[src/rtl/md_sched_pkg.sv]
// md_sched_pkg
// Shared definitions for the multiply/divide sequencing controller:
// FSM state encodings, XALU opcode constants and default latencies.
package md_sched_pkg;

    typedef enum logic [1:0] {
        MDS_IDLE = 2'd0,
        MDS_RUN  = 2'd1,
        MDS_DONE = 2'd2
    } mds_state_e;

    localparam logic [3:0] XALU_MULT  = 4'b0000;
    localparam logic [3:0] XALU_MULTU = 4'b0001;
    localparam logic [3:0] XALU_DIV   = 4'b0010;
    localparam logic [3:0] XALU_DIVU  = 4'b0011;

    localparam int MULT_LAT_DEF = 5;
    localparam int DIV_LAT_DEF  = 10;
    localparam int CNT_W_DEF    = 4;

endpackage

[src/rtl/md_sched_lat_cnt.sv]
// md_lat_cnt
// Loadable down-counter that times the multi-cycle operation.
// Ports:
//   clk        system clock
//   rst_n      asynchronous active-low clear
//   i_clr      synchronous clear (highest priority)
//   i_load     load i_load_val
//   i_load_val value loaded on i_load
//   i_dec      decrement by one (saturates at zero)
//   o_value    current count
//   o_zero     count is zero
//   o_one      count is one (last busy cycle)
module md_lat_cnt #(
    parameter int CNT_W = 4
) (
    input  logic             clk,
    input  logic             rst_n,
    input  logic             i_clr,
    input  logic             i_load,
    input  logic [CNT_W-1:0] i_load_val,
    input  logic             i_dec,
    output logic [CNT_W-1:0] o_value,
    output logic             o_zero,
    output logic             o_one
);

    logic [CNT_W-1:0] r_cnt;

    always_ff @(posedge clk or negedge rst_n) begin
        if (!rst_n) begin
            r_cnt <= '0;
        end else if (i_clr) begin
            r_cnt <= '0;
        end else if (i_load) begin
            r_cnt <= i_load_val;
        end else if (i_dec && (r_cnt != '0)) begin
            r_cnt <= r_cnt - 1'b1;
        end
    end

    assign o_value = r_cnt;
    assign o_zero  = (r_cnt == '0);
    assign o_one   = (r_cnt == {{(CNT_W-1){1'b0}}, 1'b1});

endmodule

[src/rtl/md_sched.sv]
// md_sched
// Sequencing controller for the multi-cycle multiply/divide unit (XALU)
// in the execute stage. Issues the start pulse, times the operation,
// stalls HI/LO users in D and cancels a just-issued op on flush.
//
// state | meaning
// ------+-----------------------------------------------------------
// IDLE  | no operation pending; a new op may be accepted
// RUN   | XALU busy; counter holds remaining busy cycles
// DONE  | one cycle, result valid in HI/LO; back-to-back issue allowed
//
// Ports:
//   clk           system clock
//   reset         asynchronous active-low reset
//   start_E       mult/multu/div/divu valid in E this cycle
//   op_E          00 mult, 01 multu, 10 div, 11 divu
//   use_D         D-stage instruction touches HI/LO
//   flush         pipeline flush this cycle
//   xalu_start    combinational start pulse to XALU
//   xalu_op       XALU opcode (op_E zero-extended)
//   xalu_rollback XALU restores previous HI/LO
//   busy          operation in progress
//   done          result valid pulse
//   stall_D       freeze F/D and bubble E
//   proto_err     sticky: start_E seen while RUN
module md_sched
    import md_sched_pkg::*;
#(
    parameter int MULT_LAT = MULT_LAT_DEF,
    parameter int DIV_LAT  = DIV_LAT_DEF,
    parameter int CNT_W    = CNT_W_DEF
) (
    input  logic       clk,
    input  logic       reset,
    input  logic       start_E,
    input  logic [1:0] op_E,
    input  logic       use_D,
    input  logic       flush,
    output logic       xalu_start,
    output logic [3:0] xalu_op,
    output logic       xalu_rollback,
    output logic       busy,
    output logic       done,
    output logic       stall_D,
    output logic       proto_err
);

    localparam logic [CNT_W-1:0] MULT_LAT_C = CNT_W'(MULT_LAT);
    localparam logic [CNT_W-1:0] DIV_LAT_C  = CNT_W'(DIV_LAT);

    mds_state_e r_state;
    logic       r_fresh;
    logic       r_proto_err;

    logic             w_run;
    logic             w_acc;
    logic             w_rollback;
    logic [CNT_W-1:0] w_load_val;
    logic [CNT_W-1:0] w_cnt;
    logic             w_cnt_zero;
    logic             w_cnt_one;

    assign w_run      = (r_state == MDS_RUN);
    assign w_acc      = start_E & ~flush & ~w_run;
    // Only an op issued in the previous cycle is still cancellable.
    assign w_rollback = w_run & r_fresh & flush;
    assign w_load_val = op_E[1] ? DIV_LAT_C : MULT_LAT_C;

    md_lat_cnt #(
        .CNT_W (CNT_W)
    ) u_lat_cnt (
        .clk        (clk),
        .rst_n      (reset),
        .i_clr      (w_rollback),
        .i_load     (w_acc),
        .i_load_val (w_load_val),
        .i_dec      (w_run),
        .o_value    (w_cnt),
        .o_zero     (w_cnt_zero),
        .o_one      (w_cnt_one)
    );

    always_ff @(posedge clk or negedge reset) begin
        if (!reset) begin
            r_state     <= MDS_IDLE;
            r_fresh     <= 1'b0;
            r_proto_err <= 1'b0;
        end else begin
            r_fresh <= w_acc;
            if (start_E && w_run) begin
                r_proto_err <= 1'b1;
            end
            case (r_state)
                MDS_IDLE: begin
                    if (w_acc) begin
                        r_state <= MDS_RUN;
                    end
                end
                MDS_RUN: begin
                    if (w_rollback) begin
                        r_state <= MDS_IDLE;
                    end else if (w_cnt_one) begin
                        r_state <= MDS_DONE;
                    end
                end
                MDS_DONE: begin
                    r_state <= w_acc ? MDS_RUN : MDS_IDLE;
                end
                default: begin
                    r_state <= MDS_IDLE;
                end
            endcase
        end
    end

    // Combinational outputs are gated by reset so every output is quiet
    // while reset is held, even with start_E/use_D active.
    assign xalu_start    = w_acc & reset;
    assign xalu_op       = reset ? {2'b00, op_E} : 4'b0000;
    assign xalu_rollback = w_rollback;
    assign busy          = w_run;
    assign done          = (r_state == MDS_DONE);
    assign stall_D       = use_D & (w_run | w_acc) & reset;
    assign proto_err     = r_proto_err;

    // Counter value/zero flag are kept for observability; the FSM only
    // needs the last-busy-cycle flag.
    logic w_unused;
    assign w_unused = ^{w_cnt, w_cnt_zero};

endmodule

[config.mk]
export PLATFORM = sky130hd
export DESIGN_NAME = md_sched
export DESIGN_NICKNAME = d
export VERILOG_FILES = /design/src/rtl/md_sched_pkg.sv /design/src/rtl/md_sched_lat_cnt.sv /design/src/rtl/md_sched.sv
export SDC_FILE = /design/constraint.sdc
export NUM_CORES = 1
export LEC_CHECK = 0
export BUFFER_PORTS_ARGS = -buffer_cell sky130_fd_sc_hd__clkbuf_2
export CAP_MARGIN = 15
export CELL_PAD_IN_SITES_DETAIL_PLACEMENT = 0
export CELL_PAD_IN_SITES_GLOBAL_PLACEMENT = 2
export CORE_MARGIN = 2
export CORE_UTILIZATION = 26
export CTS_CLUSTER_DIAMETER = 50
export DETAILED_ROUTE_END_ITERATION = 8
export PLACE_DENSITY_LB_ADDON = 0.1
export SYNTH_ARGS = -nofsm -noshare
export SYNTH_HDL_FRONTEND = slang
export SYNTH_SLANG_ARGS = --single-unit
export TNS_END_PERCENT = 100
[constraint.sdc]
create_clock -name clk -period 2.08 [get_ports clk]
set_input_delay 0.312 -clock clk [delete_from_list [all_inputs] [get_ports clk]]
set_output_delay 0.312 -clock clk [all_outputs]
set_load 0.02 [all_outputs]
# == After elaboration in Yosys (flattened, before gate mapping) ==
# Index checks and enable logic that the tools add are counted.
# totals
in_bits,7
output_inout_bits,10
reg_bits,8
# classes
reduce_logical,6
eq_ne,5
n_bitwise,10
mux,10
add_sub_neg,1
# ops
cell,n
two-way mux 4 bit,4
two-way mux 2 bit,4
AND 1 bit,7
one-hot mux 2 bit (3 select lines),1
equality test 4 x 1 -> 1 bit (second input constant),1
nonzero test 4 bit,1
subtractor 4 x 1 -> 4 bit (second input constant),1
!= test 3 bit (second input constant),1
nonzero test 3 bit,1
equality test 2 x 1 -> 1 bit (second input constant),1
equality test 2 bit (second input constant),1
logical AND 1 bit,2
logical NOT 2 bit,1
!= test 2 bit (second input constant),1
NOT 1 bit,2
AND reduction 2 bit,1
two-way mux 1 bit,1
bitwise OR 1 bit,1

# == Longest topological paths before layout ==
# Gate-level depths: netlist of the first run.
# logic_depth
depth_word,6
ltp_mapped,6
mapped_depth_nobuf,6

# == Hierarchy ==
# From an unflattened synthesis of the first run, not the netlist that was laid out.
# hier_totals
hier_cells,56
area_unflattened_um2,544.3
# by_module_without_submodules
module,area_per_inst_um2,n_inst,cells_per_inst
md_lat_cnt,312.8,1,33
md_sched,231.5,1,23

# == Worst setup path after synthesis of the first run ==
# Ideal clock, no wire load.
# synth_timing
path_type,reg2reg
startpoint,"register u_lat_cnt.r_cnt[0], in the netlist u_lat_cnt.o_value[0]"
endpoint,"register u_lat_cnt.r_cnt[2], in the netlist u_lat_cnt.o_value[2]"
path_stages_with_launch,7
setup_ns,0.126
arrival_time_ns,1.403
path_buffers,0
path_slack_ns,0.551
period_less_slack_ns,1.529
path_cell_list,dfrtp_1 > inv_1 > ha_1 > or3b_4 > nand2_2 > a21o_1 > a311o_1
# synth_between
elab_chain_cells,4
elab_cells_between_ends,7
# synth_lines
item,line,rtl
from (decl),md_sched_lat_cnt.sv:27,logic [CNT_W-1:0] r_cnt;
from (signal assigned),md_sched_lat_cnt.sv:35,r_cnt <= i_load_val;
from (signal assigned),md_sched_lat_cnt.sv:37,r_cnt <= r_cnt - 1'b1;
subtractor 4 x 1 -> 4 bit,md_sched_lat_cnt.sv:37,
two-way mux 4 bit,md_sched_lat_cnt.sv:36,end else if (i_dec && (r_cnt != '0)) begin
two-way mux 4 bit,md_sched_lat_cnt.sv:34,end else if (i_load) begin
two-way mux 4 bit,md_sched_lat_cnt.sv:32,end else if (i_clr) begin
# Several ways; a longest one is shown, not always the timed one. The select of a mux whose other input is x is not followed.
# A chain may end at the register's enable or synchronous reset.

# == Worst setup path in the final report of the first run ==
# layout_timing
startpoint,input reset
endpoint,output xalu_start
# layout_between
elab_chain_cells,1
# layout_lines
item,line,rtl
from (decl),md_sched.sv:34,"input logic reset,"
AND 1 bit,md_sched.sv:118,assign xalu_start = w_acc & reset;
to (decl),md_sched.sv:39,"output logic xalu_start,"
# Every way passes these cells.

==> qor.txt, run 1 <==
Worst Clk Skew -> 0.00535 ns
layout cells sized above 1 -> 0.290
predominant post-synthesis flop cell -> dfrtp_1
max-cap check violation count -> 0
die width -> 47.5 um
Netlist Area Pre-Place -> 492 um2
Post-Route WL -> 1000 um
crit path buf inv count -> 3
met3 Use GR -> 0.0340
CTS Buf Count -> 3
Worst Path Max Fanout -> 12
ys async rst share -> 1.00
Hold Path Class -> input pin to register
Setup Buffers After CTS -> 0
Via density -> 4.50
GR Overflow Total -> 0
status -> completed
DR WL/cell -> 10.7 um
# IOs -> 17
setup TNS -> 0 ns
flops & latches, synth -> 8
Post-Syn Instances -> 53
Hold Vio Cnt, Final -> 0
pin count of the biggest net entering global routing -> 13
drt pass-1 iters -> 1
DRC -> 0
gr busiest metal -> met2
R2R Setup Slk -> 0.49 ns
Critical Path Stages -> 4
R2R Path End -> u_lat_cnt.o_value[2]
P&R area growth vs syn -> 23.9%
CP max stage cell -> dlygate4sd3_1
Port Buffers -> 14
vias in the first global route -> 387
first-pass GRT wire length -> 1680 um
cts repair resizes -> 0
H-tree depth -> 1
most common cell after layout, fill and taps aside -> clkbuf_2
Initial Utilization -> 0.282
initial antenna violation count -> 0
Design Power -> 766 uW
n_diodes -> 0
HP Start -> start_E
clk buf depth -> 2
Detail Placement HPWL -> 803 um
mean post-synth cell area -> 9.28 um2
number of rows in the core area -> 15
Clk Latency, worst-skew pair -> 0.25 ns
leakage -> 0.325 nW
CP Cell Sequence -> dlygate4sd3_1, clkbuf_2, and3_1, clkbuf_2
hold depth -> 2
Yosys warning count -> 0
final setup fails -> 0
Initial DRC Count -> 0
final period utilization -> 0.845
Hold WS -> 0.296 ns
FMAX -> 569 MHz
final net count -> 81
Setup CP Type -> input pin to primary output
Core Region -> 1750 um2
gpl congestion -> 0.755
met1 GRT Util -> 0.128
Cell Pwr Density -> 1260 nW/um2
Die Span Y -> 47.5 um
arrival time of the worst setup path -> 1.45 ns
Root Buffer -> clkbuf_4
post-route cell area -> 609 um2
number of flops mapped to enable cells by yosys -> 0
Setup crit end kind -> primary output
commonest non-fill, non-tap cells in the layout -> clkbuf_2, dfrtp_1, nand2_1
GR Layer Usage met2 -> 0.184
Hold Buf Count CTS -> 1
via count -> 423
CP delay by family, top -> buffers and inverters
worst r2r src -> u_lat_cnt.o_value[0]
Worst R2R Path Depth -> 6
sequential element share of the synthesized area -> 0.407
max incr delay on CP -> 0.52 ns
WHS Endpoint -> proto_err
GRT Util Overall -> 0.112
min Tclk post-route -> 1.76 ns
Peak VDD IR -> 0.384 mV
cell mode on critical path -> clkbuf_2
Final ANT Viol Nets -> 0
RSZ-0062 raised after global routing -> no
cell area after placement -> 577 um2
CTS clk-pin slew, worst paths -> 0.06 ns
CTS tree -> done
Netlist cell types -> 28
Slew Limit Fails -> 0
Die ar. -> 2260 um2
Worst Path Required -> 1.77 ns
startpoint types -> input pin
number of clock sinks -> 8
-- power breakdown --
| group | internal (mW) | switching [mW] |
|---|---|---|
| Clock | 0.0661 | 0.0535 |
| Sequential | 0.212 | 0.0558 |
| Combinational | 0.164 | 0.214 |
| Total | 0.443 | 0.323 |
-- through the flow --
step                setup slack, ns  std cells   util
floorplan                     0.551         54      -
global placement              0.503         90  0.330
detailed placement            0.492         90  0.330
CTS                           0.290         94  0.349
global route                  0.224         94  0.349
finish                        0.323         94  0.349
-- cell usage after synthesis, drive strengths merged, types with 2 or more instances --
library cell / n / area (um2)
nand2: 5 / 21.3
buf: 3 / 20.0
and2: 2 / 12.5
nor2b: 2 / 12.5
ha: 3 / 37.5
a21o: 3 / 22.5
and3: 3 / 18.8
nor2: 3 / 11.3
nand3: 2 / 10.0
inv: 4 / 15.0
nand2b: 2 / 12.5
dfrtp: 8 / 200
-- state kept, by name, summed over array words and instances, names as in the netlist --
| name | flops |
|---|---|
| proto_err | 1 |
| r_fresh | 1 |
| r_state | 2 |
| u_lat_cnt.o_value | 4 |
-- worst max-delay path by stage --
stage                                end            startpoint
floorplan           u_lat_cnt.o_value[2]  u_lat_cnt.o_value[0]
global placement    u_lat_cnt.o_value[2]  u_lat_cnt.o_value[0]
detailed placement  u_lat_cnt.o_value[2]  u_lat_cnt.o_value[0]
CTS                           xalu_start                 reset
global route                  xalu_start                 reset
finish                        xalu_start                 reset
-- worst reg2reg max path, stage by stage (launching register included) --
cell and delay [ns]:
dfrtp_1 0.41, inv_1 0.08, ha_1 0.19, or3b_4 0.24
nand2_2 0.05, a21o_1 0.17, a311o_1 0.33
-- per-layer routing --
metal | wire (um) | part of all wire | vias up
met5 | 0 | 0 | -
met4 | 5 | 0.0050 | 0
met3 | 37 | 0.037 | 2
met2 | 490 | 0.49 | 10
met1 | 468 | 0.47 | 196
li1 | - | - | 215
-- layout make-up --
| type | instances | area, um2 |
|---|---|---|
| fillers | 203 | 1140 |
| multi-input cells | 39 | 260 |
| flip-flops and latches | 8 | 200 |
| repair buffers | 15 | 80.1 |
| well taps | 25 | 31.3 |
| clock buffers | 3 | 22.5 |
| inverters | 4 | 15.0 |
-- kinds of logic (layout without fill, tap and decap cells) --
logic type,Yosys count,in the layout,synth area share
flip-flops,8,8,0.407
other,1,2,0.00763
adder cells (fa/ha/maj),3,3,0.0763
AND/OR/NAND/NOR,23,23,0.265
buffers and inverters,7,22,0.0712
AO/OA/AOI/OAI,11,11,0.173
Note: power is estimated with default switching activity, not from simulation.
==> run 2: changes to the inputs <==
--- a/config.mk
+++ b/config.mk
@@ -10,7 +10,7 @@
 export CELL_PAD_IN_SITES_DETAIL_PLACEMENT = 0
 export CELL_PAD_IN_SITES_GLOBAL_PLACEMENT = 2
 export CORE_MARGIN = 2
-export CORE_UTILIZATION = 26
+export CORE_UTILIZATION = 24
 export CTS_CLUSTER_DIAMETER = 50
 export DETAILED_ROUTE_END_ITERATION = 8
 export PLACE_DENSITY_LB_ADDON = 0.1
==> constraint.sdc (replaced) <==
create_clock -name clk -period 1.42 [get_ports clk]
set_input_delay 0.213 -clock clk [delete_from_list [all_inputs] [get_ports clk]]
set_output_delay 0.213 -clock clk [all_outputs]
set_load 0.02 [all_outputs]
==> qor.txt, run 2 (synthesis results as in run 1) <==
max-cap check violation count -> 0
DP Worst Slack -> -0.0633 ns
worst setup margin -> -0.0596 ns
layout cells sized above 1 -> 0.506
Internal Power -> 912 uW
initial antenna violation count -> 0
WHS Endpoint -> proto_err
net load switching power -> 580 uW
Peak VDD IR -> 0.665 mV
# IOs -> 17
CTS clk-pin slew, worst paths -> 0.06 ns
Worst Path Required -> 1.56 ns
Die ar. -> 2430 um2
via count -> 481
Initial Utilization -> 0.253
final period utilization -> 1.04
Core Region -> 1940 um2
Die Span Y -> 49.3 um
arrival time of the worst setup path -> 1.62 ns
final net count -> 93
R2R Path End -> u_lat_cnt.o_value[2]
RSZ-0062 raised after global routing -> yes
hold depth -> 2
n_diodes -> 0
drt pass-1 iters -> 2
fin cells -> 108
DR WL/cell -> 12.2 um
GRT Util Overall -> 0.130
Port Buffers -> 14
CTS Buf Count -> 3
CTS tree -> done
GR Overflow Total -> 0
failing checks -> negative setup slack
Detail Placement HPWL -> 952 um
max reg flops -> 4
DRC -> 0
H-tree depth -> 1
R2R Setup Slk -> -0.06 ns
die width -> 49.3 um
Worst R2R Path Depth -> 6
min Tclk post-route -> 1.48 ns
startpoint types -> register
filler instances -> 207
Via density -> 4.45
switch share -> 0.389
leakage -> 0.390 nW
commonest non-fill, non-tap cells in the layout -> buf_4, clkbuf_2, dfrtp_1
Final ANT Viol Nets -> 0
cell total after placement -> 101
final setup fails -> 4
number of rows in the core area -> 16
number of clock sinks -> 8
status -> complete, but fails checks
clk buf depth -> 2
gpl congestion -> 0.748
Hold Path Class -> input pin to register
Setup crit end kind -> register
Cell Pwr Density -> 1960 nW/um2
first-pass GRT wire length -> 2270 um
Root Buffer -> clkbuf_4
HP Start -> start_E
Initial DRC Count -> 12
Clk Latency, worst-skew pair -> 0.26 ns
Worst Clk Skew -> 0.00528 ns
worst r2r src -> u_lat_cnt.o_value[1]
Post-Route WL -> 1320 um
Design Power -> 1.49 mW
most common cell after layout, fill and taps aside -> buf_4
Slew Limit Fails -> 0
FMAX -> 676 MHz
Setup CP Type -> register to register
setup TNS -> -0.135 ns
Worst Path Max Fanout -> 3
pin count of the biggest net entering global routing -> 9
final cell utilization of the core -> 0.392
Seq pwr share -> 0.256
Clock power frac -> 0.121
vias in the first global route -> 497
P&R area growth vs syn -> 54.7%
Hold Vio Cnt, Final -> 0
combinational share of power -> 0.623
[run 2: critical path, stage by stage (launching register included)]
cell	delay, ns
dfrtp_1	0.38
inv_2	0.06
ha_2	0.14
or3b_4	0.39
nand2_2	0.08
nor3_2	0.04
a311o_1	0.27
[run 2: stage by stage]
stage          cell area [um2]  hold slack [ns]
2_1_floorplan              503          -0.0826
3_3_place_gp               654            0.105
3_5_place_dp               654            0.101
4_1_cts                    731            0.188
5_1_grt                    761            0.209
6_report                   761            0.197
[run 2: how the worst max path moves through the flow]
stage | startpoint | endpoint | slack (ns) | cells after the start
after CTS | u_lat_cnt.o_value[1] | u_lat_cnt.o_value[2] | -0.06 | 6
after floorplan | u_lat_cnt.o_value[0] | u_lat_cnt.o_value[2] | -0.08 | 6
final | u_lat_cnt.o_value[1] | u_lat_cnt.o_value[2] | -0.06 | 6
after global routing | u_lat_cnt.o_value[1] | u_lat_cnt.o_value[2] | -0.13 | 6
after global placement | u_lat_cnt.o_value[1] | u_lat_cnt.o_value[2] | -0.06 | 6
after detailed placement | u_lat_cnt.o_value[1] | u_lat_cnt.o_value[2] | -0.06 | 6
[run 2: repair_timing]
item,CTS,global route
endpoints found under the setup margin,8,8
gates resized for setup,11,6
hold buffers,1,0
hold endpoints to repair,8,0
buffers inserted,1,2
pin swaps,1,1
[run 2: cell type report]
type                            count  area [um2]  share of cell area
Inverter                            4        15.0              0.0197
Timing Repair Buffer               27         196               0.258
Sequential cell                     8         200               0.263
Clock buffer                        3        22.5              0.0296
Tap cell                           27        33.8              0.0444
Multi-Input combinational cell     39         293               0.385
[run 2: layer usage]
metal / GRT usage / vias to the layer above / wire length (um)
met5: 0 / - / 0
met4: 0.0429 / 0 / 9
met3: 0.0583 / 2 / 75
met2: 0.216 / 15 / 635
met1: 0.146 / 222 / 595
li1: - / 242 / -
[run 2: power groups by stage]
stage / Combinational [mW] / Clock [mW] / Sequential, mW
final: 0.930 / 0.180 / 0.383
after global routing: 1.03 / 0.213 / 0.402
after CTS: 0.876 / 0.193 / 0.382
after detailed placement: 0.798 / 0 / 0.373
after global placement: 0.805 / 0 / 0.372
after floorplan: 0.466 / 0 / 0.376
==> run 3: changes to the inputs <==
--- a/config.mk
+++ b/config.mk
@@ -14,6 +14,7 @@
 export CTS_CLUSTER_DIAMETER = 50
 export DETAILED_ROUTE_END_ITERATION = 8
 export PLACE_DENSITY_LB_ADDON = 0.1
+export RECOVER_POWER = 50
 export SYNTH_ARGS = -nofsm -noshare
 export SYNTH_HDL_FRONTEND = slang
 export SYNTH_SLANG_ARGS = --single-unit
==> qor.txt, run 3 (synthesis results as in run 1) <==
Initial DRC Count -> 12
CTS clk-pin slew, worst paths -> 0.06 ns
# IOs -> 17
CTS tree -> done
Post-Route WL -> 1320 um
first-pass GRT wire length -> 2270 um
failing checks -> negative setup slack
clk buf depth -> 2
Internal Power -> 911 uW
setup TNS -> -0.135 ns
FMAX -> 676 MHz
Die Span Y -> 49.3 um
commonest non-fill, non-tap cells in the layout -> buf_4, clkbuf_2, dfrtp_1
Worst Clk Skew -> 0.00527 ns
Root Buffer -> clkbuf_4
Die ar. -> 2430 um2
Detail Placement HPWL -> 952 um
gr busiest metal -> met2
Initial Utilization -> 0.253
Final ANT Viol Nets -> 0
DR WL/cell -> 12.2 um
Clock power frac -> 0.121
H-tree depth -> 1
cell total after placement -> 101
GR Layer Usage met2 -> 0.216
GRT Util Overall -> 0.130
CTS Buf Count -> 3
arrival time of the worst setup path -> 1.62 ns
max incr delay on CP -> 0.39 ns
P&R area growth vs syn -> 53.9%
final net count -> 93
via count -> 478
met1 GRT Util -> 0.146
Peak VDD IR -> 0.666 mV
leakage -> 0.380 nW
Port Buffers -> 14
Setup CP Type -> register to register
Core Region -> 1940 um2
Worst Path Max Fanout -> 3
Clk Latency, worst-skew pair -> 0.26 ns
number of rows in the core area -> 16
number of clock sinks -> 8
met3 Use GR -> 0.0583
die width -> 49.3 um
max reg flops -> 4
Slew Limit Fails -> 0
switch share -> 0.389
gpl congestion -> 0.748
max-cap check violation count -> 0
Hold Path Class -> input pin to register
initial antenna violation count -> 0
Worst Path Required -> 1.56 ns
crit path buf inv count -> 1
pin count of the biggest net entering global routing -> 9
vias in the first global route -> 497
CP delay by family, top -> simple AND/OR/NAND/NOR gates
GR Overflow Total -> 0
CP max stage cell -> or3b_4
RSZ-0062 raised after global routing -> yes
net load switching power -> 580 uW
combinational share of power -> 0.623
worst setup margin -> -0.0596 ns
drt pass-1 iters -> 2
Cell Pwr Density -> 1970 nW/um2
Setup crit end kind -> register
min Tclk post-route -> 1.48 ns
Seq pwr share -> 0.257
most common cell after layout, fill and taps aside -> buf_4
fin cells -> 108
layout cells sized above 1 -> 0.469
Via density -> 4.43
final period utilization -> 1.04
Hold Vio Cnt, Final -> 0
final setup fails -> 4
DRC -> 0
CP Cell Sequence -> inv_2, ha_2, or3b_4, nand2_2, nor3_2, a311o_1
startpoint types -> register
status -> complete, but fails checks
n_diodes -> 0
run 3: power groups by stage:
stage | registers [mW] | logic (mW) | clock network, mW
final | 0.383 | 0.929 | 0.180
after global routing | 0.402 | 1.02 | 0.213
after CTS | 0.382 | 0.876 | 0.193
after detailed placement | 0.373 | 0.798 | 0
after global placement | 0.372 | 0.805 | 0
after floorplan | 0.376 | 0.466 | 0
run 3: final timing paths:
kind	from	end	slack, ns	cells past startpoint
max reg2reg	u_lat_cnt.o_value[1]	u_lat_cnt.o_value[2]	-0.06	6
min in group asynchronous	reset	u_lat_cnt.o_value[3]	0.58	2
min	start_E	proto_err	0.20	2
max	u_lat_cnt.o_value[1]	u_lat_cnt.o_value[2]	-0.06	6
min reg2reg	proto_err	proto_err	0.46	1
max in group asynchronous	reset	u_lat_cnt.o_value[1]	0.54	2
run 3: layout make-up:
class                   instances  area [um2]
fillers                       209        1180
multi-input cells              39         293
flip-flops and latches          8         200
repair buffers                 27         193
well taps                      27        33.8
clock buffers                   3        22.5
inverters                       4        15.0
run 3: timing repair:
item / CTS / global route
pin swaps: 1 / 1
hold endpoints to repair: 8 / 0
hold buffers: 1 / 0
resized for setup: 11 / 6
endpoints found under the setup margin: 8 / 8
setup buffers: 1 / 2
run 3: per-stage QoR:
stage	hold WS (ns)	setup slack (ns)	area, um2	util	power [mW]
after floorplan	-0.0826	-0.0779	503	-	0.842
after global placement	0.105	-0.0624	654	0.337	1.18
after detailed placement	0.101	-0.0633	654	0.337	1.17
after CTS	0.188	-0.0560	731	0.376	1.45
after global routing	0.209	-0.129	757	0.390	1.64
final	0.197	-0.0596	757	0.390	1.49
run 3: layer usage:
| metal | part of all wire | wire length (um) |
|---|---|---|
| met5 | 0 | 0 |
| met4 | 0.0068 | 9 |
| met3 | 0.057 | 75 |
| met2 | 0.48 | 634 |
| met1 | 0.45 | 600 |
